`src/rtl/dot_acc_pkg.sv`:
```
// Shared widths, FSM state type and the carry-save helper for the dot-product stage.
package dot_acc_pkg;
   localparam int OP_W   = 8;
   localparam int PROD_W = 16;

   typedef enum logic [1:0] {
      ACC   = 2'd0,
      FLUSH = 2'd1,
      DONE  = 2'd2
   } dot_acc_state_t;

   typedef struct packed {
      logic [PROD_W-1:0] c;
      logic [PROD_W-1:0] s;
   } csa_t;

   // Word-level 3:2 compressor; the carry row is pre-shifted into its column.
   function automatic csa_t csa3(input logic [PROD_W-1:0] x,
                                 input logic [PROD_W-1:0] y,
                                 input logic [PROD_W-1:0] z);
      csa_t r;
      r.s = x ^ y ^ z;
      r.c = ((x & y) | (x & z) | (y & z)) << 1;
      return r;
   endfunction
endpackage

```
`src/rtl/wallace.sv`:
```
// Unsigned 8x8 Wallace-tree multiplier: 8 partial-product rows reduced to 2 by
// four levels of carry-save adders, then one carry-propagate add.
module wallace
   import dot_acc_pkg::*;
(
   input  logic [OP_W-1:0]   a_i,
   input  logic [OP_W-1:0]   b_i,
   output logic [PROD_W-1:0] p_o
);
   logic [PROD_W-1:0] pp [OP_W];
   csa_t l1a, l1b, l2a, l2b, l3, l4;

   always_comb begin
      for (int i = 0; i < OP_W; i++) begin
         pp[i] = (PROD_W'(a_i) & {PROD_W{b_i[i]}}) << i;
      end
   end

   // 8 -> 6 -> 4 -> 3 -> 2 rows
   assign l1a = csa3(pp[0], pp[1], pp[2]);
   assign l1b = csa3(pp[3], pp[4], pp[5]);
   assign l2a = csa3(l1a.s, l1a.c, l1b.s);
   assign l2b = csa3(l1b.c, pp[6], pp[7]);
   assign l3  = csa3(l2a.s, l2a.c, l2b.s);
   assign l4  = csa3(l3.s, l3.c, l2b.c);

   assign p_o = l4.s + l4.c;
endmodule

```
`src/rtl/dot_product_acc.sv`:
```
// Streaming dot-product accumulator: LEN operand pairs -> one ACC_W-bit sum.
// Build option DOT_ACC_SAT_EN selects saturating accumulation with a sticky out_ovf.
//
// state | meaning
// ACC   | accepting pairs, cnt tracks pairs taken for this vector
// FLUSH | input closed, last products draining through S1/S2 into acc
// DONE  | result presented on out_sum until downstream takes it
module dot_product_acc
   import dot_acc_pkg::*;
#(
   parameter int LEN   = 8,
   parameter int ACC_W = 24
) (
   input  logic             clk,
   input  logic             rst,
   input  logic             in_valid,
   output logic             in_ready,
   input  logic [OP_W-1:0]  in_a,
   input  logic [OP_W-1:0]  in_b,
   output logic             out_valid,
   input  logic             out_ready,
   output logic [ACC_W-1:0] out_sum,
   output logic             out_ovf
);
   localparam logic [7:0] CNT_LAST = 8'(LEN - 1);

   dot_acc_state_t    state_q;
   logic [OP_W-1:0]   a_q, b_q;
   logic              v1_q, v2_q;
   logic [PROD_W-1:0] prod_d, prod_q;
   logic [ACC_W-1:0]  acc_d, acc_q;
   logic [7:0]        cnt_q;
   logic              in_ready_q, out_valid_q;
   logic              accept, out_fire;

   assign accept   = in_valid && in_ready_q;
   assign out_fire = out_valid_q && out_ready;

   wallace u_wallace (
      .a_i (a_q),
      .b_i (b_q),
      .p_o (prod_d)
   );

`ifdef DOT_ACC_SAT_EN
   logic [ACC_W:0] sum_full;
   logic           ovf_q;

   assign sum_full = {1'b0, acc_q} + (ACC_W+1)'(prod_q);
   assign acc_d    = sum_full[ACC_W] ? '1 : sum_full[ACC_W-1:0];

   always_ff @(posedge clk or posedge rst) begin
      if (rst) begin
         ovf_q <= 1'b0;
      end else if (out_fire) begin
         ovf_q <= 1'b0;
      end else if (v2_q && sum_full[ACC_W]) begin
         ovf_q <= 1'b1;
      end
   end

   assign out_ovf = ovf_q;
`else
   assign acc_d   = acc_q + ACC_W'(prod_q);
   assign out_ovf = 1'b0;
`endif

   always_ff @(posedge clk or posedge rst) begin
      if (rst) begin
         state_q     <= ACC;
         a_q         <= '0;
         b_q         <= '0;
         v1_q        <= 1'b0;
         prod_q      <= '0;
         v2_q        <= 1'b0;
         acc_q       <= '0;
         cnt_q       <= '0;
         in_ready_q  <= 1'b1;
         out_valid_q <= 1'b0;
      end else begin
         v1_q <= accept;
         if (accept) begin
            a_q <= in_a;
            b_q <= in_b;
         end
         v2_q <= v1_q;
         if (v1_q) begin
            prod_q <= prod_d;
         end
         if (v2_q) begin
            acc_q <= acc_d;
         end

         case (state_q)
            ACC: begin
               if (accept) begin
                  if (cnt_q == CNT_LAST) begin
                     state_q    <= FLUSH;
                     in_ready_q <= 1'b0;
                  end else begin
                     cnt_q <= cnt_q + 8'd1;
                  end
               end
            end
            FLUSH: begin
               // v1 is always set on the first FLUSH edge, so this fires on the last product
               if (v2_q && !v1_q) begin
                  state_q     <= DONE;
                  out_valid_q <= 1'b1;
               end
            end
            DONE: begin
               if (out_ready) begin
                  state_q     <= ACC;
                  acc_q       <= '0;
                  cnt_q       <= '0;
                  in_ready_q  <= 1'b1;
                  out_valid_q <= 1'b0;
               end
            end
            default: state_q <= ACC;
         endcase
      end
   end

   assign in_ready  = in_ready_q;
   assign out_valid = out_valid_q;
   assign out_sum   = acc_q;
endmodule

```
`config.mk`:
```
export PLATFORM = sky130hd
export DESIGN_NAME = dot_product_acc
export DESIGN_NICKNAME = d
export VERILOG_FILES = /design/src/rtl/dot_acc_pkg.sv /design/src/rtl/wallace.sv /design/src/rtl/dot_product_acc.sv
export SDC_FILE = /design/constraint.sdc
export NUM_CORES = 1
export LEC_CHECK = 0
export ABC_AREA = 1
export BUFFER_PORTS_ARGS = -buffer_cell sky130_fd_sc_hd__buf_4
export CORE_ASPECT_RATIO = 0.75
export CORE_MARGIN = 2
export CORE_UTILIZATION = 50
export DETAILED_ROUTE_END_ITERATION = 12
export PLACE_DENSITY = 0.72
export SYNTH_ARGS = -nofsm -noshare
export SYNTH_HDL_FRONTEND = slang
export SYNTH_SLANG_ARGS = --single-unit
```
`constraint.sdc`:
```
create_clock -name clk -period 12.6 [get_ports clk]
set_clock_uncertainty 0.2 [all_clocks]
set_input_delay 3.15 -clock clk [delete_from_list [all_inputs] [get_ports clk]]
set_output_delay 3.15 -clock clk [all_outputs]
set_load 0.02 [all_outputs]
```
==> results.env <==
CTSROOTBUFFERMASTER='sky130_fd_sc_hd__clkbuf_16'
SYNTH-SEQ-CELLS=70
YOSYSUNIQUECELLTYPES=38
DETAILEDROUTE.FIRSTPASSITERATIONCOUNT=6
YS_ASYNC_SR_FRACTION_PCT=100
TIMING.CRITICAL_PATH.CELLS='buf_4'
POSTSYNTHAREAPERCELL_UM2=6.99
FINALCRITICALPERIOD_PS=4400
REG2REG_FROM='b_q[4]'
NUMBER_OF_SINKS_HANDLED_BY_CLOCK_TREE_SYNTHESIS=70
SLEW_VIOLATIONS=0
IO_BUFFER_COUNT=45
NETS=1025
SYNTH_CELLS=893
COUNT_OF_CELLS_ALONG_THE_WORST_REGISTER_TO_REGISTER_PATH=14
FINISH.INSTANCE_AREA_UM2=6990
WIRE_LENGTH_OF_THE_FIRST_GLOBAL_ROUTING_PASS_UM=24200
FINAL_LAYOUT_SIZE_SUFFIX_GT1_SHARE_PCT=9.81
PLACED_CELL_AREA_UM2=6690
YS_SEQ_AREA_SHARE_PCT=28.1
AREAGROWTHSYNTHTOFINISH_PCT=12.0
CP-ENDPOINT='in_ready'
LARGEST_NET_DEGREE_AT_THE_START_OF_GLOBAL_ROUTING=71
POST-CTS-SETUP-BUFFERS=0
WL_MET1_UM=7370
CRITICAL_PATH_RT_PS=9250
SETUP_REPAIR_AFTER_GLOBAL_ROUTING_MISSED_ITS_MARGIN='no'
RESULT_OF_THE_RUN='complete, no violations'
LAST_WEIGHTED_CONGESTION_VALUE_OF_THE_ROUTABILITY_DRIVEN_PLACER=0.882
CTS_TREE='yes'
ROUTE.ANTENNA.REMAINING_NETS=0
SLEW-LIMIT-HEADROOM_PCT=41.4
FINALSETUPTNS_PS=0
DRT-INITIAL-DRC-COUNT=444
MET3ROUTEDLENGTH_UM=757
SYN_AREA_UM2=6240
TIGHTESTPINTRANSITION_PS=879
INITIAL_CORE_UTIL_PCT=51.1
N_ANTENNA_CELL=0
GRT_USAGE_PCT=22.4
CP_SLOWEST_CELL='sky130_fd_sc_hd__dfstp_2'
CTSHTREEMAXLEVEL=3
CRITPATHLAUNCH='in_ready'
NUMCTSBUFFERS=9
NUM_VIAS=5383
DETAILEDPLACEMENTHPWL_UM=10800
WIRELENGTH_UM=13900
DIE-AREA_UM2=13400
POST-ROUTE-UTIL_PCT=57.2
SYNTH.TOP_CELL.AREA_SHARE_PCT=27.7
TIMING.CRITICAL_PATH.DEPTH=1
MAX_CAPACITANCE_VIOLATION_COUNT=0
MAX_FREQ_GHz=0.227
TIMING.REG2REG.SETUP_SLACK_PS=8280
CPPEAKSTAGEDELAY_PS=560
CRITICAL_PATH_ARRIVAL_PS=1050
POSTCTSHOLDBUFS=0
PATH_DELAY_FAMILY='flip-flops'
CRIT_PATH_END_KIND='output port'
WORSTSKEWPAIRLATENCY_PS=340
HOLD_VIOL_FINAL=0
SYNTH.LARGEST_AREA_CELL='sky130_fd_sc_hd__dfrtp_1'
HIGHEST_METAL_LAYER_WITH_SIGNAL_WIRES='met4'
POSTSYNTHNETCOUNT=995
TIMING.FINAL.SETUP_VIOLATIONS=0
TIMING.CRITICAL_PATH.BUF_INV=1
YOSYSWARNINGS=0
DIEHEIGHT_UM=101
SYNTH_TOP_FLOP_CELL='sky130_fd_sc_hd__dfrtp_1'
POST-ROUTE-DRC-COUNT=0
SYNTH.TOP_CELLS.BY_AREA='sky130_fd_sc_hd__dfrtp_1, sky130_fd_sc_hd__nand2_1, sky130_fd_sc_hd__fa_1'
ROUTED_LENGTH_PER_INSTANCE_UM=12.7
ROUTE.DETAILED.VIAS_PER_INST=4.92
HOLDCRITPATHCLASS='reg2reg'
NUM_ROWS=35
DOMINANT_CELL_BY_COUNT_IN_THE_SYNTHESIZED_NETLIST='sky130_fd_sc_hd__nand2_1'
FIRST_GLOBAL_VIAS=5007
GRT_ANTENNA_BEFORE_REPAIR=0
CLKTRANSATPATHREGS_PS=60
FINAL_WORST_PATH_SETUP_SLACK_PS=8200
PORTS_PLACED_ON_THE_BOUNDARY=47
CTS-ROOT-TO-SINK-BUFFERS=2
RR_ENDPOINT='prod_q[11]'
DETAIL_ROUTE_MET2_WL_UM=5630
DP_SLACK_PS=7860
CRITICAL_PATH_CLASS='reg2out'
PLACEABLECOREAREA_UM2=12200
WORSTSETUPSTARTPOINTTYPE='register'
DIE_BOUNDARY_WIDTH_UM=133
CTS_RESIZED=0
CRITPATHMAXFANOUT=3
MIN_PERIOD_OVER_PERIOD_PCT=34.9
GRT.OVERFLOW.TOTAL=0
SYNTH_ENABLE_FLOP_CELLS=0
SYNTH.CELLS.MOST_FREQUENT='sky130_fd_sc_hd__nand2_1, sky130_fd_sc_hd__inv_1, sky130_fd_sc_hd__dfrtp_1, sky130_fd_sc_hd__nor2_1, sky130_fd_sc_hd__nand3_1'
[per-layer routing]
metal / vias up / GRT usage, %
met3: 12 / 3.12
met4: 0 / 4.47
li1: 2775 / -
met5: - / 0
met1: 2448 / 36.2
met2: 148 / 31.8
[layout make-up]
cell class                      count  area, µm²
Tap cell                          166        208
Sequential cell                    70       1750
Timing Repair Buffer               47        353
Clock buffer                       10        239
Multi-Input combinational cell    610       3670
Clock inverter                      6       68.8
Fill cell                        1194       5220
Inverter                          185        701
[kinds of logic after synthesis]
group / count (synthesis) / share of synthesized area [%]
AOI/OAI and AO/OA: 76 / 6.91
xor gates and xnor gates: 4 / 0.561
adders and majority gates: 82 / 21.2
buffers and inverters: 213 / 13.1
other: 1 / 0.0601
and+or+nand+nor: 447 / 30.0
DFF: 70 / 28.1
[registers in the layout, summed over array words and instances (netlist names)]
| signal | count |
|---|---|
| in_ready | 1 |
| state_q | 2 |
| cnt_q | 8 |
| b_q | 8 |
| out_valid | 1 |
| v1_q | 1 |
| prod_q | 16 |
| a_q | 8 |
| out_sum | 24 |
| v2_q | 1 |
[tightest hold or removal path: stages, from the launching register on]
cell                      delay, ps
sky130_fd_sc_hd__dfrtp_1        350
sky130_fd_sc_hd__nand2_1         60
sky130_fd_sc_hd__nand2_1         50
[cell usage in the layout, fill, tap and decap left out, types with 9 or more instances in the layout]
cell,n
sky130_fd_sc_hd__buf_4,47
sky130_fd_sc_hd__nand3_1,60
sky130_fd_sc_hd__nor2_1,61
sky130_fd_sc_hd__a21oi_1,33
sky130_fd_sc_hd__nand2_1,290
sky130_fd_sc_hd__o21ai_0,21
sky130_fd_sc_hd__fa_1,40
sky130_fd_sc_hd__dfrtp_1,69
sky130_fd_sc_hd__clkbuf_16,9
sky130_fd_sc_hd__ha_1,42
sky130_fd_sc_hd__inv_1,177
sky130_fd_sc_hd__nand4_1,10
[how the worst min path moves through the flow]
stage	start	end	slack [ps]	cells past startpoint
final	prod_q[2]	prod_q[2]	280	2
after global routing	prod_q[4]	prod_q[4]	300	2
after CTS	prod_q[2]	prod_q[2]	280	2
after detailed placement	prod_q[2]	prod_q[2]	260	2
after global placement	prod_q[2]	prod_q[2]	260	2
after floorplan	prod_q[2]	prod_q[2]	250	2
[through the flow]
stage               hold WS, ps  std cells
floorplan                   246        893
global placement            264       1078
detailed placement          263       1078
CTS                         279       1094
global route                299       1094
finish                      277       1094
Power is left out: the tool's default activity adds up to more than one toggle a clock period on the data nets, which glitch-free logic cannot reach.
